==> src/rtl/sonar_scheduler.sv <==
// rtl/sonar_scheduler.sv - round-robin HC-SR04 trigger/echo scheduler
// One sensor pings per slot; echo width is timed in microseconds and reported with its sensor id.
module sonar_scheduler #(
  parameter int NUM_SENSORS  = 4,
  parameter int CLK_PER_US   = 40,
  parameter int TRIG_US      = 20,
  parameter int SLOT_US      = 60000,
  parameter int ECHO_WAIT_US = 5000,
  parameter int MAX_US       = 4095,
  localparam int IDW = $clog2(NUM_SENSORS)
) (
  input  logic                   clk,
  input  logic                   reset,
  input  logic                   enable,
  input  logic [NUM_SENSORS-1:0] sensor_mask,
  input  logic [NUM_SENSORS-1:0] echo,
  output logic [NUM_SENSORS-1:0] trig,
  output logic [11:0]            result,
  output logic [IDW-1:0]         result_id,
  output logic                   result_valid,
  output logic                   result_timeout,
  output logic                   busy
);

  localparam int DIV_W   = (CLK_PER_US > 1) ? $clog2(CLK_PER_US) : 1;
  localparam int SPAN_US = (SLOT_US > TRIG_US + ECHO_WAIT_US) ? SLOT_US : TRIG_US + ECHO_WAIT_US;
  localparam int SLOT_W  = $clog2(SPAN_US + 1);

  localparam logic [DIV_W-1:0]  DIV_LAST  = DIV_W'(CLK_PER_US - 1);
  localparam logic [SLOT_W-1:0] TRIG_LAST = SLOT_W'(TRIG_US - 1);
  localparam logic [SLOT_W-1:0] WAIT_LAST = SLOT_W'(TRIG_US + ECHO_WAIT_US - 1);
  localparam logic [SLOT_W-1:0] SLOT_LAST = SLOT_W'(SLOT_US - 1);
  localparam logic [11:0]       MAX_W     = 12'(MAX_US);

  typedef enum logic [2:0] {IDLE, TRIG, WAIT_RISE, MEASURE, HOLDOFF} state_t;

  state_t                  state, state_n;
  logic [IDW-1:0]          cur, cur_n, next_sel, hi_sel, lo_sel;
  logic                    found_hi;
  logic [DIV_W-1:0]        div;
  logic [SLOT_W-1:0]       slot_us;
  logic [11:0]             width, width_n;
  logic [NUM_SENSORS-1:0]  echo_s1, echo_s2, trig_n;
  logic                    tick, slot_end, can_go, echo_cur, start;
  logic                    rep, rep_to;
  logic [11:0]             rep_val;

  assign busy     = (state != IDLE);
  assign tick     = busy && (div == DIV_LAST);
  assign slot_end = tick && (slot_us == SLOT_LAST);
  assign can_go   = enable && (|sensor_mask);
  assign echo_cur = echo_s2[cur];

  // First set mask bit strictly after cur, else the lowest set bit (wrap, possibly cur itself).
  always_comb begin
    found_hi = 1'b0;
    hi_sel   = cur;
    lo_sel   = cur;
    for (int j = NUM_SENSORS - 1; j >= 0; j--) begin
      if (sensor_mask[j]) begin
        if (IDW'(j) > cur) begin
          hi_sel   = IDW'(j);
          found_hi = 1'b1;
        end else begin
          lo_sel = IDW'(j);
        end
      end
    end
    next_sel = found_hi ? hi_sel : lo_sel;
  end

  always_comb begin
    state_n = state;
    cur_n   = cur;
    width_n = width;
    rep     = 1'b0;
    rep_val = MAX_W;
    rep_to  = 1'b0;
    start   = 1'b0;
    trig_n  = '0;
    case (state)
      IDLE: begin
        if (can_go) start = 1'b1;
      end
      TRIG: begin
        if (tick && (slot_us == TRIG_LAST)) state_n = WAIT_RISE;
      end
      WAIT_RISE: begin
        if (slot_end) begin
          rep    = 1'b1;
          rep_to = 1'b1;
        end else if (echo_cur) begin
          state_n = MEASURE;
          width_n = '0;
        end else if (tick && (slot_us == WAIT_LAST)) begin
          rep     = 1'b1;
          rep_to  = 1'b1;
          state_n = HOLDOFF;
        end
      end
      MEASURE: begin
        if (slot_end) begin
          rep     = 1'b1;
          rep_val = width;
          rep_to  = 1'b1;
        end else if (!echo_cur) begin
          rep     = 1'b1;
          rep_val = width;
          rep_to  = (width == MAX_W);
          state_n = HOLDOFF;
        end else if (tick && (width != MAX_W)) begin
          width_n = width + 12'd1;
        end
      end
      HOLDOFF: ;
      default: state_n = IDLE;
    endcase
    // Slot boundary: enable/mask are only sampled here and in IDLE.
    if (slot_end && (state != IDLE)) begin
      if (can_go) start = 1'b1;
      else        state_n = IDLE;
    end
    if (start) begin
      state_n = TRIG;
      cur_n   = next_sel;
    end
    if (state_n == TRIG) trig_n[cur_n] = 1'b1;
  end

  always_ff @(posedge clk or negedge reset) begin
    if (!reset) state <= IDLE;
    else        state <= state_n;
  end

  always_ff @(posedge clk or negedge reset) begin
    if (!reset) begin
      cur            <= IDW'(NUM_SENSORS - 1);
      div            <= '0;
      slot_us        <= '0;
      width          <= '0;
      echo_s1        <= '0;
      echo_s2        <= '0;
      trig           <= '0;
      result         <= '0;
      result_id      <= '0;
      result_valid   <= 1'b0;
      result_timeout <= 1'b0;
    end else begin
      cur     <= cur_n;
      width   <= width_n;
      echo_s1 <= echo;
      echo_s2 <= echo_s1;
      trig    <= trig_n;
      if (start || (state_n == IDLE)) begin
        div     <= '0;
        slot_us <= '0;
      end else begin
        div <= tick ? '0 : div + DIV_W'(1);
        if (tick) slot_us <= slot_us + SLOT_W'(1);
      end
      result_valid <= rep;
      if (rep) begin
        result         <= rep_val;
        result_id      <= cur;
        result_timeout <= rep_to;
      end
    end
  end

endmodule

==> config.mk <==
export PLATFORM = sky130hd
export DESIGN_NAME = sonar_scheduler
export DESIGN_NICKNAME = d
export VERILOG_FILES = /design/src/rtl/sonar_scheduler.sv
export SDC_FILE = /design/constraint.sdc
export NUM_CORES = 1
export LEC_CHECK = 0
export ABC_AREA = 0
export CAP_MARGIN = 10
export CELL_PAD_IN_SITES_DETAIL_PLACEMENT = 0
export CELL_PAD_IN_SITES_GLOBAL_PLACEMENT = 2
export CORE_ASPECT_RATIO = 0.8
export CORE_UTILIZATION = 40
export DETAILED_ROUTE_END_ITERATION = 7
export PLACE_DENSITY = 0.86
export SYNTH_ARGS = -nofsm -noshare
export SYNTH_HDL_FRONTEND = slang
export SYNTH_SLANG_ARGS = --single-unit
==> constraint.sdc <==
create_clock -name clk -period 3.52 [get_ports clk]
set_input_delay 0.704 -clock clk [delete_from_list [all_inputs] [get_ports clk]]
set_output_delay 0.704 -clock clk [all_outputs]
set_load 0.005 [all_outputs]
==> summary.md, run 1 <==
| Metric | Value |
|---|---|
| Status | finished clean |
| Worst reg2reg setup slack | 0.80 ns |
| Hold/Removal Path Class | in2async |
| Crit path launch | div[0]$_DFF_PN0_ |
| Reg clk slew, reported paths | 0.08 ns |
| Top cells by area, synth | dfrtp_1, xor2_1, nor2_1 |
| Post-Layout Cell Count | 450 |
| Final Slew Violations | 0 |
| Area Growth Syn to Fin | 20.8% |
| Clk_lat worst skew | 0.34 ns |
| Max transition margin | 55.7% |
| Starting Density | 42.3% |
| Via count | 2339 |
| Comb pwr share | 24.5% |
| P_leak | 1.63 nW |
| Max Cap Violations | 0 |
| Net Sw Frac | 29.8% |
| Vias/cell | 5.20 |
| Clock share of power | 32.0% |
| Final design utilization | 51.0% |
| Setup Buffers After CTS | 0 |
| Setup TNS | 0 ns |
| CTS root buffer | clkbuf_8 |
| Seq/Total Area, Yosys | 52.5% |
| DR iter-0 viols | 119 |
| Mean post-synth cell area | 10.7 sq um |
| Multi-input gate area | 1440 sq um |
| Number of global-route vias before repair | 2303 |
| Die ar. | 8360 sq um |
| Ratio of cells with drive above 1 in the final layout | 11.9% |
| Total CTS buffers | 9 |
| Number of fill cells | 721 |
| H-tree Lvls | 3 |
| IO Port Bufs | 31 |
| Crit start category | register |
| CTS sink cnt | 67 |
| TritonCTS clock tree | done |
| I/O Pins | 32 |
| Final Hold Fails | 0 |
| FF+latch count, synth | 67 |
| Post-route cell area | 3860 sq um |
| Cells after Synth | 300 |
| Post-synth EDFFs | 0 |
| Synth area leader | dfrtp_1 |
| WL final | 6800 um |
| Post-CTS Resized | 0 |
| PwrDens | 588 nW/um^2 |
| Worst-case clock buffer depth | 2 |
| Period utilization | 77.4% |
| Routed wire length per instance | 15.1 um |
| Router iterations before antenna repair | 4 |
| Core area | 7570 sq um |
| Total gr overflow | 0 |
| Final min period | 2.72 ns |
| Largest net degree at the start of global routing | 68 |
| Syn Nets | 314 |
| Critical Path Sink | result_id[0]$_DFFE_PN0P_ |
| Hold buffers post-CTS | 0 |
| RSZ-0062 raised after global routing | no |
| Global Route Usage Sum | 18.7% |
| Initial antenna violation count | 0 |
| Final Wtd Congestion | 0.763 |
| Routed Antenna Nets | 0 |
| Worst path required time | 3.74 ns |
| Register-to-Register Path Depth | 7 |
| Netlist cell types | 61 |
| Main synth FF type | dfrtp_1 |
| Top-area cell type share of the netlist area | 50.9% |
| Asr flop ratio synth | 100% |
| Crit path DAT | 2.94 ns |
| R2r startpoint | div[0]$_DFF_PN0_ |
| Worst R2R End | result_id[0]$_DFFE_PN0P_ |
| Seq. cell area | 1680 sq um |
| Final Skew | 0.0133 ns |
| Register share of total power | 43.5% |
| Slew of the pin with the lowest slew margin | 0.664 ns |
| Placed cell areas | 3640 sq um |
| CP Capture Type | register |
| Placed cell count | 434 |
| Setup CP Type | reg2reg |
| Critical path peak fanout | 16 |
| Chip height | 82.0 um |
| Max frequency | 367 MHz |
| Nets | 354 |
| Synthesized area | 3200 sq um |
| DRC viols | 0 |
| Cell Int Power | 1.59 mW |
| DPL Wire Length | 4690 um |
| Die width | 102 um |
| Maximum VDD drop | 0.324 mV |
| Sw power | 678 uW |
| Diodes inserted | 0 |
| FP Rows | 28 |
| Total Power | 2.27 mW |
| First-pass GRT wire length | 11700 um |
| Yosys warnings | 0 |
| Setup-failing EPs final | 0 |
## cell families after synthesis
family          after synthesis  share of synthesized area (%)
simple gates                131                           22.8
flops                        67                           52.5
compound gates               58                           13.4
xor+xnor                     23                           6.30
buf+inv                      15                           2.35
mux                           3                           1.41
fa+ha+maj                     3                           1.17
## worst min path at each step
stage                                  endpoint                  from  slack, ns
after CTS                  echo_s2[0]$_DFF_PN0_  echo_s1[0]$_DFF_PN0_       0.36
after detailed placement   echo_s2[0]$_DFF_PN0_  echo_s1[0]$_DFF_PN0_       0.34
after floorplan            echo_s2[0]$_DFF_PN0_  echo_s1[0]$_DFF_PN0_       0.33
after global routing       echo_s2[1]$_DFF_PN0_  echo_s1[1]$_DFF_PN0_       0.36
after global placement     echo_s2[2]$_DFF_PN0_  echo_s1[2]$_DFF_PN0_       0.33
final                     result[0]$_DFFE_PN0P_                 reset       0.35
## power by group through the flow
| stage | Sequential (mW) | Combinational, mW | Clock [mW] |
|---|---|---|---|
| 4_1_cts | 0.989 | 0.565 | 0.750 |
| 3_5_place_dp | 1.00 | 0.560 | 0 |
| 2_1_floorplan | 0.976 | 0.343 | 0 |
| 3_3_place_gp | 1.00 | 0.555 | 0 |
| 6_report | 0.988 | 0.556 | 0.727 |
| 5_1_grt | 1.01 | 0.622 | 0.791 |
## metal layers
metal / GRT usage, % / up-vias / share of wire, %
met1: 26.8 / 1127 / 54
met2: 26.7 / 44 / 42
met3: 6.30 / 2 / 3.6
met5: 0 / - / 0
li1: - / 1166 / -
met4: 5.14 / 0 / 0.53
## cell usage in the layout, fill, tap and decap left out, types with 2 or more instances in the layout
| cell | synthesis | layout |
|---|---|---|
| dfrtp_1 | 65 | 65 |
| nor2_1 | 31 | 31 |
| clkdlybuf4s50_1 | 0 | 30 |
| nand2_1 | 25 | 25 |
| xor2_1 | 16 | 16 |
| nor3_1 | 14 | 14 |
| nand3_1 | 14 | 14 |
| o21ai_0 | 13 | 13 |
| o22a_1 | 13 | 13 |
| a21oi_1 | 11 | 11 |
| clkbuf_8 | 1 | 10 |
| or3_1 | 9 | 9 |
| inv_1 | 8 | 8 |
| xnor2_1 | 7 | 7 |
| nand4_1 | 6 | 6 |
| nand4b_1 | 4 | 4 |
| and2_1 | 4 | 4 |
| nor3b_1 | 3 | 3 |
| and4_1 | 3 | 3 |
| ha_1 | 3 | 3 |
| buf_4 | 0 | 3 |
| o41ai_1 | 2 | 2 |
| nand3b_4 | 2 | 2 |
| o21ai_2 | 2 | 2 |
| and3_1 | 2 | 2 |
| mux2_2 | 2 | 2 |
| bufinv_16 | 0 | 2 |
| dfstp_2 | 2 | 2 |
## flip-flops by register name, indices dropped and copies added, names as in the netlist
signal / flops
cur: 2
div: 6
echo_s1: 4
echo_s2: 4
result: 12
result_id: 2
result_timeout: 1
result_valid: 1
slot_us: 16
state: 3
trig: 4
width: 12
## final cells by class
type                    count  area share (%)
clock buffers              11            3.66
well taps                 105            3.40
clock inverters             5            2.20
multi-input cells         218            37.4
inverters                   9           0.875
repair buffers             35            9.01
flip-flops and latches     67            43.5
## critical path, cell delays in order, from the launching register on
cell      delay, ns
dfrtp_1        0.40
ha_1           0.27
nand3b_4       0.15
nand3b_4       0.25
o41a_1         0.45
or2_1          0.26
a21boi_4       0.43
mux2_2         0.39
## cells in the mapped netlist (3+ instances only)
master and number:
xor2_1 16, inv_1 8, and4_1 3, nor3_1 14
nand4b_1 4, a21oi_1 11, and2_1 4, nand3_1 14
nand4_1 6, nand2_1 25, nor2_1 31, clkbuf_1 3
ha_1 3, xnor2_1 7, or3_1 9, o22a_1 13
o21ai_0 13, dfrtp_1 65, nor3b_1 3
## metrics by stage
step / hold slack, ns / setup WS, ns
6_report: 0.352 / 0.796
5_1_grt: 0.365 / 0.584
4_1_cts: 0.355 / 0.737
3_5_place_dp: 0.337 / 0.776
3_3_place_gp: 0.333 / 0.874
2_1_floorplan: 0.331 / 1.23
No activity file was read; power rests on OpenSTA's default activity.
==> run 2, diff against run 1 <==
- CORE_UTILIZATION: 40 -> 33
- PLACE_DENSITY: 0.86 -> 0.76
- clock period: 3.52 -> 2.4 ns (I/O delays scaled with it)
==> summary.md, run 2 (synthesis gave the netlist of run 1 again) <==
| Metric | Value |
|---|---|
| H-tree Lvls | 3 (unchanged) |
| Worst path slowest cell | o41a_1 (unchanged) |
| Starting Density | 34.6% (was 42.3%) |
| WL final | 7280 um (was 6800 um) |
| Final Slew Violations | 0 (unchanged) |
| Via count | 2449 (was 2339) |
| Routed wire length per instance | 15.1 um (about the same) |
| Final Hold Fails | 0 (unchanged) |
| IO Port Bufs | 31 (unchanged) |
| Crit path DAT | 2.51 ns (was 2.94 ns) |
| Die ar. | 10100 sq um (was 8360 sq um) |
| Placed cell areas | 3810 sq um (was 3640 sq um) |
| Largest net degree at the start of global routing | 37 (was 68) |
| Crit path largest cell delay | 0.43 ns (was 0.45 ns) |
| Most frequent cells in the layout | dfrtp_1, nor2_1, clkdlybuf4s50_1 (unchanged) |
| Crit-path leading delay family | compound AO/OA/AOI/OAI gates (unchanged) |
| FP Rows | 31 (was 28) |
| Post-Layout Cell Count | 482 (was 450) |
| Commonest non-fill, non-tap cell in the layout | dfrtp_1 (unchanged) |
| Slew of the pin with the lowest slew margin | 0.484 ns (was 0.664 ns) |
| Hold/Removal Path Class | in2async (unchanged) |
| TritonCTS clock tree | done (unchanged) |
| Worst path most repeated cell | nand3b_4 (unchanged) |
| CP Capture Type | register (unchanged) |
| Crit path launch | div[1]$_DFF_PN0_ (was div[0]$_DFF_PN0_) |
| Crit start category | register (unchanged) |
| Total gr overflow | 0 (unchanged) |
| Max frequency | 436 MHz (was 367 MHz) |
| WP buf/inv | 0 (unchanged) |
| Routed Antenna Nets | 0 (unchanged) |
| Crit-path cells | ha_2, nand3b_4, nand3b_4, o41a_1, or2_1, a21boi_4, mux2_2 (was ha_1, nand3b_4, nand3b_4, o41a_1, or2_1, a21boi_4, mux2_2) |
| Chip height | 90.1 um (was 82.0 um) |
| Total Power | 3.64 mW (was 2.27 mW) |
| Diodes inserted | 0 (unchanged) |
| Final Skew | 0.00567 ns (was 0.0133 ns) |
| Number of global-route vias before repair | 2374 (was 2303) |
| Setup-failing EPs final | 0 (unchanged) |
| Router iterations before antenna repair | 8 (was 4) |
| Nets | 376 (was 354) |
| Maximum VDD drop | 0.464 mV (was 0.324 mV) |
| PwrDens | 882 nW/um^2 (was 588 nW/um^2) |
| Initial antenna violation count | 0 (unchanged) |
| Critical path peak fanout | 5 (was 16) |
| Reg clk slew, reported paths | 0.06 ns (was 0.08 ns) |
| Hold buffers post-CTS | 0 (unchanged) |
| Clk_lat worst skew | 0.33 ns (was 0.34 ns) |
| Core area | 9230 sq um (was 7570 sq um) |
| Area Growth Syn to Fin | 29.1% (was 20.8%) |
| R2r startpoint | div[1]$_DFF_PN0_ (was div[0]$_DFF_PN0_) |
| CTS sink cnt | 67 (unchanged) |
| Post-route cell area | 4130 sq um (was 3860 sq um) |
| Top Registers | slot_us x16, result x12, width x12 (unchanged) |
| Worst path required time | 2.61 ns (was 3.74 ns) |
| Period utilization | 95.6% (was 77.4%) |
| I/O Pins | 32 (unchanged) |
| Failing checks | design-rule violations |
| Max transition margin | 67.3% (was 55.7%) |
| Die width | 112 um (was 102 um) |
| Largest Register | slot_us (unchanged) |
| Status | complete, but fails checks (was finished clean) |
| Setup CP Type | reg2reg (unchanged) |
| Max Cap Violations | 0 (unchanged) |
| CTS root buffer | clkbuf_16 (was clkbuf_8) |
| DPL Wire Length | 5280 um (was 4690 um) |
| Final min period | 2.30 ns (was 2.72 ns) |
| DRC viols | 1 (was 0) |
| Placed cell count | 465 (was 434) |
| Max FFs per register | 16 (unchanged) |
| Worst-case clock buffer depth | 2 (unchanged) |
| First-pass GRT wire length | 12500 um (was 11700 um) |
| Total CTS buffers | 9 (unchanged) |
| Setup TNS | 0 ns (unchanged) |
| Final Wtd Congestion | 0.725 (was 0.763) |
| Global Route Usage Sum | 16.0% (was 18.7%) |
| Vias/cell | 5.08 (was 5.20) |
| DR iter-0 viols | 128 (was 119) |
| P_leak | 1.77 nW (was 1.63 nW) |
| Ratio of cells with drive above 1 in the final layout | 18.0% (was 11.9%) |
==> run 2: changes by cell type in the layout (fill, tap and decap cells not counted), moves of 2 or more <==
cell	delta
buf_4	+20
clkbuf_16	+9
clkbuf_8	-9
clkinv_2	+2
==> run 2: cell type report <==
type / instances / area (sq um)
clock inverter: 6 / 63.8
sequential: 67 / 1680
multi-input combinational: 218 / 1450
fill: 880 / 5100
tap: 115 / 144
timing repair buffer: 57 / 517
inverter: 9 / 33.8
clock buffer: 10 / 239
==> run 2: layer usage <==
layer / routed length [um] / vias up / global-route usage [%] / part of all wire [%]
met5: 0 / - / 0 / 0
met4: 125 / 0 / 6.33 / 1.7
met3: 288 / 11 / 3.78 / 4.0
met2: 3060 / 50 / 22.5 / 42
met1: 3800 / 1178 / 23.6 / 52
li1: - / 1210 / - / -
==> run 2: final timing paths <==
check                                                 to  slack [ns]  depth (start not counted)
worst max-delay path            result_id[0]$_DFFE_PN0P_        0.10                          7
worst min-delay path             slot_us[11]$_DFFE_PN0P_        0.10                          1
worst max register to register  result_id[0]$_DFFE_PN0P_        0.10                          7
worst min register to register      echo_s2[3]$_DFF_PN0_        0.35                          0
max in group asynchronous               cur[0]$_DFF_PN1_        1.69                          2
min in group clk                    echo_s2[3]$_DFF_PN0_        0.35                          0
==> run 2: what timing repair did <==
item / 4_1_cts / 5_1_grt
endpoints found under the setup margin: 0 / 15
buffers inserted: 0 / 0
gates resized for setup: 0 / 3
==> run 2: power breakdown <==
| part | total [mW] | internal (mW) | switching, mW |
|---|---|---|---|
| logic | 0.883 | 0.464 | 0.419 |
| clock network | 1.32 | 0.831 | 0.491 |
| registers | 1.43 | 1.30 | 0.130 |
| total | 3.64 | 2.60 | 1.04 |
==> run 2: per-stage QoR <==
step / setup slack, ns / hold slack [ns] / util [%]
floorplan: 0.107 / 0.184 / -
global placement: -0.0122 / 0.335 / 41.2
detailed placement: -0.0371 / 0.335 / 41.2
CTS: 0.0663 / 0.119 / 44.5
global route: -0.00202 / 0.141 / 44.7
finish: 0.105 / 0.103 / 44.7
==> run 3, diff against run 2 <==
- MAX_ROUTING_LAYER: default -> met4
==> summary.md, run 3 (synthesis gave the netlist of run 1 again) <==
| Metric | Value |
|---|---|
| Status | complete, but fails checks (unchanged) |
| Failing checks | design-rule violations (unchanged) |
| Die ar. | 10100 sq um (unchanged) |
| Final Slew Violations | 0 (unchanged) |
| Max frequency | 436 MHz (about the same) |
| Core area | 9230 sq um (unchanged) |
| Period utilization | 95.6% (about the same) |
| Top Registers | slot_us x16, result x12, width x12 (unchanged) |
| Router iterations before antenna repair | 8 (unchanged) |
| Routed Antenna Nets | 0 (unchanged) |
| Vias/cell | 5.09 (was 5.08) |
| Crit start category | register (unchanged) |
| Total CTS buffers | 9 (unchanged) |
| Most frequent cells in the layout | dfrtp_1, nor2_1, clkdlybuf4s50_1 (unchanged) |
| Maximum VDD drop | 0.464 mV (about the same) |
| Number of fill cells | 880 (unchanged) |
| CP Capture Type | register (unchanged) |
| Ratio of cells with drive above 1 in the final layout | 18.0% (unchanged) |
| Die width | 112 um (unchanged) |
| Worst path most repeated cell | nand3b_4 (unchanged) |
| Reg clk slew, reported paths | 0.06 ns (about the same) |
| Final Skew | 0.00557 ns (was 0.00567 ns) |
| Worst setup slack after layout | 0.105 ns (about the same) |
| WL final | 7280 um (about the same) |
| Routed wire length per instance | 15.1 um (about the same) |
| Diodes inserted | 0 (unchanged) |
| Nets | 376 (unchanged) |
| Crit-path cells | ha_2, nand3b_4, nand3b_4, o41a_1, or2_1, a21boi_4, mux2_2 (unchanged) |
| Via count | 2452 (was 2449) |
| Max FFs per register | 16 (unchanged) |
| DRC viols | 1 (unchanged) |
| Commonest non-fill, non-tap cell in the layout | dfrtp_1 (unchanged) |
| Setup Buffers After CTS | 0 (unchanged) |
| P_leak | 1.77 nW (unchanged) |
| PwrDens | 882 nW/um^2 (about the same) |
| Total gr overflow | 0 (unchanged) |
| Area Growth Syn to Fin | 29.1% (unchanged) |
| Worst-case clock buffer depth | 2 (unchanged) |
| Final Wtd Congestion | 0.734 (was 0.725) |
| Setup-failing EPs final | 0 (unchanged) |
| Critical path peak fanout | 5 (unchanged) |
| Slew of the pin with the lowest slew margin | 0.484 ns (about the same) |
| Total Power | 3.64 mW (about the same) |
| Initial antenna violation count | 0 (unchanged) |
| Number of global-route vias before repair | 2380 (was 2374) |
| Final Hold Fails | 0 (unchanged) |
| Largest net degree at the start of global routing | 37 (unchanged) |
| Worst path required time | 2.61 ns (about the same) |
| FP Rows | 31 (unchanged) |
| Starting Density | 34.6% (unchanged) |
| First-pass GRT wire length | 12500 um (about the same) |
| Max Cap Violations | 0 (unchanged) |
| Crit path DAT | 2.51 ns (about the same) |
| Largest Register | slot_us (unchanged) |
| Hold buffers post-CTS | 0 (unchanged) |
| Crit path largest cell delay | 0.43 ns (about the same) |
| TritonCTS clock tree | done (unchanged) |
| IO Port Bufs | 31 (unchanged) |
| Clk_lat worst skew | 0.33 ns (about the same) |
| Crit-path leading delay family | compound AO/OA/AOI/OAI gates (unchanged) |
| DPL Wire Length | 5280 um (unchanged) |
| Pre-CTS setup slack | -0.0371 ns (unchanged) |
| Worst path slowest cell | o41a_1 (unchanged) |
| CTS root buffer | clkbuf_16 (unchanged) |
| Final min period | 2.30 ns (about the same) |
| Placed cell count | 465 (unchanged) |
| Max transition margin | 67.3% (about the same) |
| Global Route Usage Sum | 16.5% (was 16.0%) |
| H-tree Lvls | 3 (unchanged) |
| Hold/Removal Path Class | in2async (unchanged) |
| Post-Layout Cell Count | 482 (unchanged) |
| DR iter-0 viols | 113 (was 128) |
| Setup TNS | 0 ns (unchanged) |
| Setup CP Type | reg2reg (unchanged) |
| WP buf/inv | 0 (unchanged) |
| I/O Pins | 32 (unchanged) |
| Chip height | 90.1 um (unchanged) |
| CTS sink cnt | 67 (unchanged) |
[run 3: worst reg2reg max path, cell delays in order, from the launching register on]
cell	delay [ns]
dfrtp_1	0.37
ha_2	0.25
nand3b_4	0.12
nand3b_4	0.18
o41a_1	0.43
or2_1	0.27
a21boi_4	0.20
mux2_2	0.36
[run 3: path summary, 6_finish.rpt]
path / startpoint / end / slack [ns] / cells after the start
max in group asynchronous: reset / cur[0]$_DFF_PN1_ / 1.69 / 2
worst min-delay path: reset / slot_us[11]$_DFFE_PN0P_ / 0.10 / 1
worst max register to register: div[1]$_DFF_PN0_ / result_id[0]$_DFFE_PN0P_ / 0.10 / 7
min in group clk: echo_s1[3]$_DFF_PN0_ / echo_s2[3]$_DFF_PN0_ / 0.35 / 0
worst min register to register: echo_s1[3]$_DFF_PN0_ / echo_s2[3]$_DFF_PN0_ / 0.35 / 0
worst max-delay path: div[1]$_DFF_PN0_ / result_id[0]$_DFFE_PN0P_ / 0.10 / 7
[run 3: repair_timing]
action / CTS / global route
endpoints found under the setup margin: 0 / 15
endpoints found under the hold margin: 0 / 0
resized for setup: 0 / 3
[run 3: final cells by class]
class / instances / area (sq um) / share of cell area [%]
sequential: 67 / 1680 / 40.7
multi-input combinational: 218 / 1450 / 35.2
timing repair buffer: 57 / 517 / 12.5
clock buffer: 10 / 239 / 5.79
tap: 115 / 144 / 3.48
clock inverter: 6 / 63.8 / 1.55
inverter: 9 / 33.8 / 0.818
[run 3: power by group]
group | switching [mW] | internal [mW]
sequential | 0.130 | 1.30
clock | 0.490 | 0.831
combinational | 0.420 | 0.464
[run 3: routing by layer]
layer / vias up / wire [um] / global-route usage (%)
met1: 1179 / 3810 / 23.6
met3: 11 / 278 / 3.64
li1: 1211 / - / -
met5: - / 0 / -
met2: 51 / 3060 / 22.5
met4: 0 / 126 / 6.33
[run 3: per-stage QoR]
step	hold slack, ns	util, %	instance area (sq um)
final	0.103	44.7	4130
after global routing	0.141	44.7	4130
after CTS	0.119	44.5	4110
after detailed placement	0.335	41.2	3810
after global placement	0.335	41.2	3810
after floorplan	0.184	-	3200
